**src/rtl/uart_rx_core.sv**
```systemverilog
// uart_rx_core: 8N1 UART receiver. Synchronizes rx, samples each bit mid-period
// and hands the byte to a one-entry valid/ready holding register.
module uart_rx_core #(
  parameter int DATA_BITS   = 8,
  parameter int SYNC_STAGES = 2
) (
  input  logic                 HCLK,
  input  logic                 HRESETn,
  input  logic                 en,
  input  logic [15:0]          baud_div,
  input  logic                 rx,
  output logic [DATA_BITS-1:0] data,
  output logic                 valid,
  input  logic                 ready,
  output logic                 busy,
  output logic                 frame_err,
  output logic                 overrun
);

  localparam int SYNC_N = (SYNC_STAGES < 2) ? 2 : SYNC_STAGES;
  localparam int IDX_W  = (DATA_BITS > 1) ? $clog2(DATA_BITS) : 1;
  localparam logic [IDX_W-1:0] LAST_IDX = IDX_W'(DATA_BITS - 1);
  localparam logic [IDX_W-1:0] IDX_ONE  = IDX_W'(1);

  typedef enum logic [1:0] {
    S_IDLE  = 2'd0,
    S_START = 2'd1,
    S_DATA  = 2'd2,
    S_STOP  = 2'd3
  } state_e;

  state_e               state_q, state_d;
  logic [SYNC_N-1:0]    sync_q;
  logic                 rx_prev_q;
  logic [15:0]          cnt_q, cnt_d;
  logic [IDX_W-1:0]     idx_q, idx_d;
  logic [DATA_BITS-1:0] shreg_q, shreg_d;
  logic [DATA_BITS-1:0] data_q, data_d;
  logic                 valid_q, valid_d;
  logic                 busy_q;
  logic                 fe_q, fe_d;
  logic                 ov_q, ov_d;
  logic                 rx_s, fall_s, tick_s;
  logic [15:0]          per_s, half_s;

  assign rx_s   = sync_q[SYNC_N-1];
  assign fall_s = rx_prev_q & ~rx_s;
  // The counter is loaded with N and ticks when it reaches 1, i.e. N cycles later.
  assign tick_s = (cnt_q == 16'd1);
  assign per_s  = (baud_div < 16'd2) ? 16'd2 : baud_div;
  assign half_s = per_s >> 1;

  // rx synchronizer plus previous-sample flop for falling-edge detection
  always_ff @(posedge HCLK or negedge HRESETn) begin
    if (!HRESETn) begin
      sync_q    <= {SYNC_N{1'b1}};
      rx_prev_q <= 1'b1;
    end else begin
      sync_q    <= {sync_q[SYNC_N-2:0], rx};
      rx_prev_q <= rx_s;
    end
  end

  // FSM state register
  always_ff @(posedge HCLK or negedge HRESETn) begin
    if (!HRESETn) begin
      state_q <= S_IDLE;
      busy_q  <= 1'b0;
    end else begin
      state_q <= state_d;
      busy_q  <= (state_d != S_IDLE);
    end
  end

  // FSM next-state logic
  always_comb begin
    state_d = state_q;
    if (!en) begin
      state_d = S_IDLE;
    end else begin
      case (state_q)
        S_IDLE:  state_d = fall_s ? S_START : S_IDLE;
        S_START: state_d = tick_s ? (rx_s ? S_IDLE : S_DATA) : S_START;
        S_DATA:  state_d = (tick_s && (idx_q == LAST_IDX)) ? S_STOP : S_DATA;
        S_STOP:  state_d = tick_s ? S_IDLE : S_STOP;
        default: state_d = S_IDLE;
      endcase
    end
  end

  // FSM output / datapath next-state logic
  always_comb begin
    cnt_d   = (cnt_q != 16'd0) ? (cnt_q - 16'd1) : 16'd0;
    idx_d   = idx_q;
    shreg_d = shreg_q;
    data_d  = data_q;
    valid_d = (valid_q && ready) ? 1'b0 : valid_q;
    fe_d    = 1'b0;
    ov_d    = 1'b0;
    if (!en) begin
      cnt_d = 16'd0;
    end else begin
      case (state_q)
        S_IDLE: begin
          if (fall_s) cnt_d = half_s;
          else        cnt_d = 16'd0;
        end
        S_START: begin
          if (tick_s && !rx_s) begin
            cnt_d = per_s;
            idx_d = '0;
          end else begin
            idx_d = idx_q;
          end
        end
        S_DATA: begin
          if (tick_s) begin
            shreg_d = {rx_s, shreg_q[DATA_BITS-1:1]};
            cnt_d   = per_s;
            idx_d   = idx_q + IDX_ONE;
          end else begin
            shreg_d = shreg_q;
          end
        end
        S_STOP: begin
          if (tick_s && rx_s) begin
            // A full holding register is only replaced if it drains this cycle.
            if (!valid_q || ready) begin
              data_d  = shreg_q;
              valid_d = 1'b1;
            end else begin
              ov_d = 1'b1;
            end
          end else if (tick_s) begin
            fe_d = 1'b1;
          end else begin
            fe_d = 1'b0;
          end
        end
        default: cnt_d = 16'd0;
      endcase
    end
  end

  // datapath and holding register
  always_ff @(posedge HCLK or negedge HRESETn) begin
    if (!HRESETn) begin
      cnt_q   <= 16'd0;
      idx_q   <= '0;
      shreg_q <= '0;
      data_q  <= '0;
      valid_q <= 1'b0;
      fe_q    <= 1'b0;
      ov_q    <= 1'b0;
    end else begin
      cnt_q   <= cnt_d;
      idx_q   <= idx_d;
      shreg_q <= shreg_d;
      data_q  <= data_d;
      valid_q <= valid_d;
      fe_q    <= fe_d;
      ov_q    <= ov_d;
    end
  end

  assign data      = data_q;
  assign valid     = valid_q;
  assign busy      = busy_q;
  assign frame_err = fe_q;
  assign overrun   = ov_q;

endmodule

```
**config.mk**
```make
export PLATFORM = sky130hd
export DESIGN_NAME = uart_rx_core
export DESIGN_NICKNAME = d
export VERILOG_FILES = /design/src/rtl/uart_rx_core.sv
export SDC_FILE = /design/constraint.sdc
export NUM_CORES = 1
export LEC_CHECK = 0
export CORE_UTILIZATION = 54
export CTS_CLUSTER_DIAMETER = 80
export DETAILED_ROUTE_END_ITERATION = 10
export PLACE_DENSITY = 0.91
export SETUP_SLACK_MARGIN = 0.4
export SYNTH_ARGS = -nofsm -noshare
export SYNTH_HDL_FRONTEND = slang
export SYNTH_SLANG_ARGS = --single-unit
```
**constraint.sdc**
```tcl
create_clock -name HCLK -period 2.14 [get_ports HCLK]
set_input_delay 0.535 -clock HCLK [delete_from_list [all_inputs] [get_ports HCLK]]
set_output_delay 0.535 -clock HCLK [all_outputs]
set_load 0.03 [all_outputs]
```
==> results.py, run 1 <==
metrics = {
    "run_status": {
        "status": "finished, final reports clean",
    },
    "yosys": {
        "synthCells": 211,
        "yosysSeqAreaShare_pct": 47.7,
        "synth_edf_count": 0,
        "yosysUniqueCellTypes": 50,
        "synth_seq_cells": 44,
        "synth_top_area_cell": "dfrtp_1",
        "syn-num-nets": 236,
        "synth.avg_cell_area_sq_um": 11.0,
        "synth_flop_cell": "dfrtp_1",
        "synthArstFlopShare_pct": 100,
        "synth_area_sq_um": 2320,
        "synth_top_area_share_pct": 44.3,
        "yosys-top-cells-area": "dfrtp_1, mux2_2, a22o_1",
        "ys_warn_count": 0,
    },
    "sta": {
        "fmax_mhz": 480,
        "hold_viol_final": 0,
        "fin_worst_skew_ns": 0.0117,
        "finalSetupViolCount": 0,
        "rsz0062_at_grt": "true",
        "hold_slack_ns": 0.215,
        "slew_viol_final": 0,
        "layout_setup_ws_ns": 0.0545,
        "relSlewSlack_pct": 62.5,
        "period_share_pct": 97.5,
        "fin_crit_ns": 2.09,
        "worstMarginPinSlew_ns": 0.563,
        "timing.setup.tns_ns": 0,
    },
    "critical_path": {
        "r2r_setup_slack_ns": 0.05,
        "critPathLaunchType": "flop",
        "cp-end-kind": "flop",
        "critPathMaxFanout": 7,
        "crit_type": "flop to flop",
        "required_ns": 2.31,
        "worstPathArrival_ns": 2.26,
    },
    "floorplan": {
        "io_pins": 33,
        "die_w_microns": 67.5,
        "core_area_sq_um": 4060,
        "initial_core_util_pct": 57.1,
        "dieHeight_microns": 67.5,
        "row_count": 23,
        "dieArea_sq_um": 4550,
    },
    "cells_and_area": {
        "postLayoutCoreUtil_pct": 81.8,
        "instances_no_fill": 336,
        "layout.nets": 310,
        "fin_area_sq_um": 3320,
        "diodes": 0,
        "drive_above_1_share_pct": 37.4,
        "fillers": 198,
        "area_delta_synth_final_pct": 43.4,
    },
    "detailed_routing": {
        "routed_wl_microns": 7430,
        "post-route-drc-count": 0,
        "wl_per_cell_microns": 22.1,
        "routed_via_density": 6.43,
        "ant_nets": 0,
        "vias": 2162,
        "drt_iter0_drc": 211,
        "drtPass1Iterations": 6,
    },
    "placed_design": {
        "pre_cts_slack_ns": 0.0448,
        "dpl.cell_count": 305,
        "post_dp_cell_area_sq_um": 2840,
        "gp_congestion": 0.838,
        "io_buffers": 32,
        "place_hpwl_microns": 3800,
    },
    "power": {
        "internal_power_mw": 1.58,
        "comb_power_share_pct": 30.3,
        "p_switching_uw": 719,
        "finalPower_mw": 2.29,
        "power_frac_seq_pct": 40.4,
        "p_clk_share_pct": 29.3,
        "p_leak_nw": 1.53,
        "max-vdd-ir-drop_uv": 546,
        "power.density_nw_per_um2": 691,
        "swShare_pct": 31.3,
    },
    "clock_network": {
        "clk_path_buf_depth": 2,
        "numCtsBuffers": 5,
        "cts_root_buffer": "clkbuf_8",
        "clock_latency_ns": 0.31,
        "clock-sinks": 44,
        "cts_tree": "yes",
        "clkTransAtPathRegs_ns": 0.10,
        "htree_num_levels": 2,
    },
    "grt": {
        "grt-ovfl-total": 0,
        "grt_pass1_wl_microns": 10600,
        "antenna_found_initial": 0,
        "grt_pass1_vias": 2034,
        "track_usage_pct": 32.9,
        "grt_max_degree": 24,
    },
    "flow_run": {
        "cap_violations": 0,
    },
    "worst_hold_path": {
        "hold_path_class": "primary input to asynchronous set/reset pin",
    },
}
==> placed cells by master (no fill, tap or decap), types with 9 or more instances in the layout <==
master and n:
nand2_1 25, a22o_1 12, buf_6 9, buf_4 30, mux2_4 15, xnor2_1 9
dfrtp_1 37, dlygate4sd2_1 12, clkdlybuf4s50_1 19, o21ai_1 11
==> flip-flops by register name, indices dropped and copies added, names as in the netlist <==
| signal | flops |
|---|---|
| cnt_q | 16 |
| data | 8 |
| idx_q | 3 |
| frame_err | 1 |
| overrun | 1 |
| valid | 1 |
| rx_prev_q | 1 |
| busy | 1 |
| state_q | 2 |
| sync_q | 2 |
| shreg_q | 8 |
==> synth_stat cells, drive strengths merged (2+ instances only) <==
master / count
mux2i: 2
nand2: 27
nor2: 9
a21oi: 2
xor2: 4
inv: 3
buf: 4
o21ai: 17
nor3: 9
clkbuf: 3
and2: 2
and3: 3
dfstp: 3
nand4: 5
mux2: 17
or2: 3
nor4: 8
a22o: 12
ha: 4
nand3: 3
nand2b: 2
xnor2: 9
nor3b: 3
dfrtp: 41
nor2b: 4
==> final cells by class <==
type / instances / area, sq um / area share (%)
tap: 50 / 62.6 / 1.88
sequential: 44 / 1110 / 33.4
timing repair buffer: 74 / 682 / 20.5
clock buffer: 5 / 68.8 / 2.07
clock inverter: 3 / 46.3 / 1.39
inverter: 3 / 11.3 / 0.339
multi-input combinational: 157 / 1340 / 40.4
==> layer usage <==
metal / GRT usage, % / part of all wire (%) / vias to the layer above
met5: 0 / 0 / -
met4: 13.6 / 4.3 / 0
met3: 6.76 / 7.0 / 40
met2: 55.3 / 51 / 146
met1: 40.7 / 38 / 1065
li1: - / - / 911
==> power groups by stage <==
stage	sequential [mW]	combinational [mW]	clock (mW)
global route	0.930	0.738	0.712
detailed placement	0.934	0.490	0
floorplan	0.925	0.323	0
global placement	0.931	0.481	0
finish	0.926	0.696	0.672
CTS	0.921	0.582	0.660
==> worst max-delay path, stage by stage (launching register included) <==
cell     delay, ns
dfrtp_1       0.44
buf_6         0.15
inv_2         0.07
ha_4          0.15
nor3b_4       0.21
nand4_1       0.17
buf_4         0.18
o211a_1       0.15
o21ai_4       0.11
buf_6         0.17
o21ai_0       0.13
==> path summary, 6_finish.rpt <==
check / cells past startpoint / start / end
min: 1 / HRESETn / data[2]
min reg2reg: 0 / sync_q[0] / sync_q[1]
max: 10 / cnt_q[0] / cnt_q[4]
max in group asynchronous: 2 / HRESETn / cnt_q[8]
max reg2reg: 10 / cnt_q[0] / cnt_q[4]
min in group HCLK: 0 / sync_q[0] / sync_q[1]
==> kinds of logic (layout without fill, tap and decap cells) <==
| logic type | Yosys count | count (layout) | share of synthesized area, % |
|---|---|---|---|
| AND/OR/NAND/NOR | 82 | 82 | 21.8 |
| buffers and inverters | 10 | 85 | 2.22 |
| AO/OA/AOI/OAI | 39 | 39 | 12.0 |
| adder cells (fa/ha/maj) | 4 | 4 | 2.16 |
| XOR/XNOR | 13 | 13 | 4.92 |
| multiplexers | 19 | 19 | 9.13 |
| flip-flops | 44 | 44 | 47.7 |
==> repair_timing <==
action	CTS	global route
cloned	1	0
gates resized for setup	51	18
pin swaps	11	10
endpoints found under the setup margin	50	38
setup buffers	13	9
hold buffers	0	0
(Power assumes the default switching activity.)
==> run 2: changes to the inputs <==
--- a/config.mk
+++ b/config.mk
@@ -8,7 +8,7 @@
 export CORE_UTILIZATION = 54
 export CTS_CLUSTER_DIAMETER = 80
 export DETAILED_ROUTE_END_ITERATION = 10
-export PLACE_DENSITY = 0.91
+export PLACE_DENSITY = 0.9
 export SETUP_SLACK_MARGIN = 0.4
 export SYNTH_ARGS = -nofsm -noshare
 export SYNTH_HDL_FRONTEND = slang
==> constraint.sdc (replaced) <==
create_clock -name HCLK -period 2.14 [get_ports HCLK]
set_input_delay 0.428 -clock HCLK [delete_from_list [all_inputs] [get_ports HCLK]]
set_output_delay 0.428 -clock HCLK [all_outputs]
set_load 0.03 [all_outputs]
==> run 2 against run 1 <==
Worst setup slack better by 0.025 ns. Design area is 2.9% lower. Critical endpoint is now data[2]. Sequential share of layout area is 0.91 points higher. Clock skew is 0.0054 ns lower. Global-route usage is 3.6 points lower. Clock power is 0.7% lower. Cell count is 3.6% lower. Count of clock-buffer cells in the layout stayed put.
==> results.py, run 2 (same netlist as run 1, synthesis figures left out) <==
metrics = {
    "detailed_routing": {
        "ant_nets": 0,
        "post-route-drc-count": 0,
        "routed_wl_microns": 6630,
        "routed_via_density": 6.18,
        "drt_iter0_drc": 177,
        "wl_per_cell_microns": 20.4,
        "vias": 2003,
        "drtPass1Iterations": 5,
    },
    "sta": {
        "layout_setup_ws_ns": 0.0799,
        "slew_viol_final": 0,
        "fin_crit_ns": 2.06,
        "period_share_pct": 96.3,
        "relSlewSlack_pct": 63.4,
        "fmax_mhz": 485,
        "timing.setup.tns_ns": 0,
        "hold_slack_ns": 0.185,
        "hold_viol_final": 0,
        "finalSetupViolCount": 0,
        "fin_worst_skew_ns": 0.00634,
        "rsz0062_at_grt": "true",
        "worstMarginPinSlew_ns": 0.548,
    },
    "cells_and_area": {
        "postLayoutCoreUtil_pct": 79.5,
        "drive_above_1_share_pct": 34.7,
        "mostFrequentLayoutCell": "dfrtp_1",
        "regMostFlops": "cnt_q",
        "largest_reg_flops": 16,
        "instances_no_fill": 324,
        "area_delta_synth_final_pct": 39.3,
        "fin_area_sq_um": 3230,
        "diodes": 0,
        "fillers": 214,
        "layout.nets": 298,
        "layout_common_cells": "dfrtp_1, nand2_1, clkdlybuf4s50_1, buf_4, mux2_4",
    },
    "clock_network": {
        "htree_num_levels": 2,
        "clock_latency_ns": 0.30,
        "clkTransAtPathRegs_ns": 0.09,
        "clock-sinks": 44,
        "cts_tree": "yes",
        "clk_path_buf_depth": 2,
        "numCtsBuffers": 5,
        "hold_buffers": 0,
        "cts_root_buffer": "clkbuf_8",
    },
    "grt": {
        "grt-ovfl-total": 0,
        "grt_pass1_vias": 1929,
        "grt_pass1_wl_microns": 9660,
        "grt_max_degree": 45,
        "track_usage_pct": 29.3,
        "antenna_found_initial": 0,
    },
    "power": {
        "p_clk_share_pct": 30.4,
        "internal_power_mw": 1.52,
        "finalPower_mw": 2.20,
        "p_leak_nw": 1.47,
        "swShare_pct": 30.9,
        "power.density_nw_per_um2": 681,
        "comb_power_share_pct": 27.6,
        "p_switching_uw": 679,
        "max-vdd-ir-drop_uv": 574,
        "power_frac_seq_pct": 42.0,
    },
    "floorplan": {
        "initial_core_util_pct": 57.1,
        "die_w_microns": 67.5,
        "io_pins": 33,
        "dieArea_sq_um": 4550,
        "row_count": 23,
        "dieHeight_microns": 67.5,
        "core_area_sq_um": 4060,
    },
    "critical_path": {
        "slowest_stage": "dfrtp_1",
        "critPathBufInv": 3,
        "critPathLaunchType": "flop",
        "critPathMaxFanout": 8,
        "required_ns": 2.33,
        "worstPathArrival_ns": 2.25,
        "crit_type": "flop to flop",
        "cp_slowest_stage_delay_ns": 0.43,
        "worst_path_dominant_cell_family": "simple AND/OR/NAND/NOR gates",
        "cp-end-kind": "flop",
        "cp_cell_sequence": "inv_2, ha_4, nor4b_4, nand4_4, buf_12, nor3b_4, buf_6, mux2_4",
    },
    "run_status": {
        "status": "finished, final reports clean",
    },
    "worst_hold_path": {
        "hold_path_class": "primary input to asynchronous set/reset pin",
    },
    "placed_design": {
        "pre_cts_slack_ns": 0.0379,
        "gp_congestion": 0.879,
        "post_dp_cell_area_sq_um": 2780,
        "place_hpwl_microns": 3560,
        "dpl.cell_count": 298,
        "io_buffers": 32,
    },
    "flow_run": {
        "cap_violations": 0,
    },
}
run 2: cell type report:
| cell class | count | area, sq um | share of cell area, % |
|---|---|---|---|
| tap | 50 | 62.6 | 1.94 |
| clock buffer | 5 | 68.8 | 2.13 |
| inverter | 3 | 11.3 | 0.349 |
| sequential | 44 | 1110 | 34.3 |
| multi-input combinational | 157 | 1350 | 41.7 |
| timing repair buffer | 62 | 584 | 18.1 |
| clock inverter | 3 | 46.3 | 1.44 |
run 2: final timing paths:
kind	from	endpoint	slack, ns	cells after the start
setup / recovery	cnt_q[1]	data[2]	0.08	8
hold / removal	HRESETn	overrun	0.19	2
setup reg to reg	cnt_q[1]	data[2]	0.08	8
hold reg to reg	sync_q[0]	sync_q[1]	0.36	0
max in group asynchronous	HRESETn	cnt_q[15]	1.55	2
min in group HCLK	sync_q[0]	sync_q[1]	0.36	0
run 2: per-layer routing:
metal	vias to the layer above	GRT usage [%]	part of all wire [%]
li1	896	-	-
met1	972	38.2	39
met2	111	48.4	51
met3	24	6.76	6.4
met4	0	8.24	2.9
met5	-	0	0
run 2: timing repair:
item / 4_1_cts / 5_1_grt
endpoints found under the hold margin: 0 / 0
gates resized for setup: 53 / 17
endpoints found under the setup margin: 51 / 41
pin swaps: 12 / 16
cloned: 1 / 0
buffers inserted: 11 / 6
run 2: power by group through the flow:
stage	clock [mW]	combinational, mW	sequential [mW]
finish	0.667	0.607	0.922
global route	0.709	0.653	0.925
CTS	0.669	0.554	0.917
detailed placement	0	0.478	0.931
global placement	0	0.471	0.929
floorplan	0	0.323	0.925
==> run 3: changes to the inputs <==
--- a/config.mk
+++ b/config.mk
@@ -5,6 +5,7 @@
 export SDC_FILE = /design/constraint.sdc
 export NUM_CORES = 1
 export LEC_CHECK = 0
+export CORE_ASPECT_RATIO = 0.7
 export CORE_UTILIZATION = 54
 export CTS_CLUSTER_DIAMETER = 80
 export DETAILED_ROUTE_END_ITERATION = 10
==> run 3 against run 2 <==
Fmax fell by 2.4%. Core utilization increased by 5.5 points. Largest cell class unchanged. Power grew 7.2%. Non-clock buffer count up 16. Critical endpoint is now cnt_q[1].
==> results.py, run 3 (same netlist as run 1, synthesis figures left out) <==
metrics = {
    "sta": {
        "hold_slack_ns": 0.171,
        "hold_viol_final": 0,
        "slew_viol_final": 0,
        "worstMarginPinSlew_ns": 0.644,
        "period_share_pct": 98.6,
        "rsz0062_at_grt": "true",
        "fin_crit_ns": 2.11,
        "fin_worst_skew_ns": 0.0101,
        "fmax_mhz": 474,
        "relSlewSlack_pct": 57.0,
        "finalSetupViolCount": 0,
        "timing.setup.tns_ns": 0,
    },
    "critical_path": {
        "required_ns": 2.32,
        "worstPathArrival_ns": 2.29,
        "slowest_stage": "dfrtp_2",
        "cp_slowest_stage_delay_ns": 0.47,
        "cp_cell_sequence": "inv_1, ha_4, nor3b_4, nand4_1, nand2b_1, mux2i_1, a222oi_1, nor2b_1",
        "crit_type": "flop to flop",
        "cp-end-kind": "flop",
        "critPathLaunchType": "flop",
        "critPathMaxFanout": 4,
    },
    "clock_network": {
        "clk_path_buf_depth": 2,
        "clock_latency_ns": 0.32,
        "numCtsBuffers": 5,
        "cts_root_buffer": "clkbuf_8",
        "htree_num_levels": 2,
        "hold_buffers": 0,
        "clkTransAtPathRegs_ns": 0.10,
        "cts_tree": "yes",
        "clock-sinks": 44,
    },
    "power": {
        "comb_power_share_pct": 31.6,
        "power_frac_seq_pct": 39.2,
        "p_clk_share_pct": 29.2,
        "max-vdd-ir-drop_uv": 493,
        "internal_power_mw": 1.58,
        "swShare_pct": 32.8,
        "p_leak_nw": 1.61,
        "p_switching_uw": 772,
        "power.density_nw_per_um2": 690,
    },
    "detailed_routing": {
        "routed_via_density": 6.77,
        "drt_iter0_drc": 470,
        "drtPass1Iterations": 7,
        "wl_per_cell_microns": 23.6,
        "vias": 2314,
        "post-route-drc-count": 0,
        "ant_nets": 0,
        "routed_wl_microns": 8060,
    },
    "floorplan": {
        "dieArea_sq_um": 4560,
        "initial_core_util_pct": 57.6,
        "io_pins": 33,
        "die_w_microns": 80.3,
        "dieHeight_microns": 56.8,
        "row_count": 19,
        "core_area_sq_um": 4020,
    },
    "grt": {
        "grt_pass1_vias": 2208,
        "grt_pass1_wl_microns": 11900,
        "track_usage_pct": 36.4,
        "grt-ovfl-total": 0,
        "grt_max_degree": 45,
        "antenna_found_initial": 0,
    },
    "cells_and_area": {
        "drive_above_1_share_pct": 40.3,
        "multi_input_comb_area_sq_um": 1390,
        "largest_reg_flops": 16,
        "layout.nets": 314,
        "diodes": 0,
        "fillers": 181,
        "instances_no_fill": 342,
        "fin_area_sq_um": 3410,
        "area_delta_synth_final_pct": 47.4,
        "layout_common_cells": "dfrtp_1, buf_4, nand2_1",
        "regMostFlops": "cnt_q",
        "final-seq-area_sq_um": 1110,
        "mostFrequentLayoutCell": "dfrtp_1",
    },
    "flow_run": {
        "cap_violations": 0,
    },
    "placed_design": {
        "dpl.cell_count": 307,
        "gp_congestion": 0.877,
        "place_hpwl_microns": 3970,
        "post_dp_cell_area_sq_um": 2830,
        "io_buffers": 32,
    },
    "run_status": {
        "status": "finished, final reports clean",
    },
    "worst_hold_path": {
        "hold_path_class": "primary input to asynchronous set/reset pin",
    },
}
==> run 3: per-layer routing <==
layer  GRT usage (%)  part of all wire [%]
met5               0                     0
met4            15.3                   6.6
met3            9.76                    11
met2            56.0                    42
met1            48.7                    40
==> run 3: area by class of cell <==
cell class / count / area share (%)
Multi-Input combinational cell: 157 / 40.7
Timing Repair Buffer: 78 / 21.2
Clock inverter: 3 / 1.36
Inverter: 3 / 0.330
Sequential cell: 44 / 32.5
Tap cell: 52 / 1.91
Clock buffer: 5 / 2.02
==> run 3: what timing repair did <==
action,CTS,global route
resized for setup,60,25
setup buffers,14,12
gates cloned,1,0
pin swaps,19,11
setup endpoints to repair,47,43
==> run 3: worst max-delay path: cells and delay by family (launching register included) <==
family | cells | cell delay [ns]
muxes | 1 | 0.09
AOI/OAI and AO/OA | 1 | 0.42
DFF | 1 | 0.47
adders and majority gates | 1 | 0.17
and+or+nand+nor | 4 | 0.68
buffers and inverters | 1 | 0.12
==> run 3: path summary, 6_finish.rpt <==
check,end,startpoint,slack (ns),depth (start not counted)
worst max-delay path,cnt_q[1],cnt_q[0],0.03,8
worst min-delay path,valid,HRESETn,0.17,2
worst max register to register,cnt_q[1],cnt_q[0],0.03,8
worst min register to register,sync_q[1],sync_q[0],0.36,0
max in group asynchronous,cnt_q[5],HRESETn,1.55,2
min in group HCLK,sync_q[1],sync_q[0],0.36,0
==> run 3: power groups by stage <==
stage | combinational (mW) | sequential, mW | clock, mW
floorplan | 0.323 | 0.925 | 0
global placement | 0.503 | 0.929 | 0
detailed placement | 0.512 | 0.933 | 0
CTS | 0.600 | 0.919 | 0.665
global route | 0.779 | 0.926 | 0.706
finish | 0.743 | 0.924 | 0.687
==> run 3: per-stage QoR <==
stage	utilization, %	worst slack (ns)	total power, mW
2_1_floorplan	-	0.222	1.25
3_3_place_gp	70.5	0.148	1.43
3_5_place_dp	70.5	0.0317	1.45
4_1_cts	80.1	0.181	2.18
5_1_grt	85.0	0.0577	2.41
6_report	85.0	0.0290	2.35
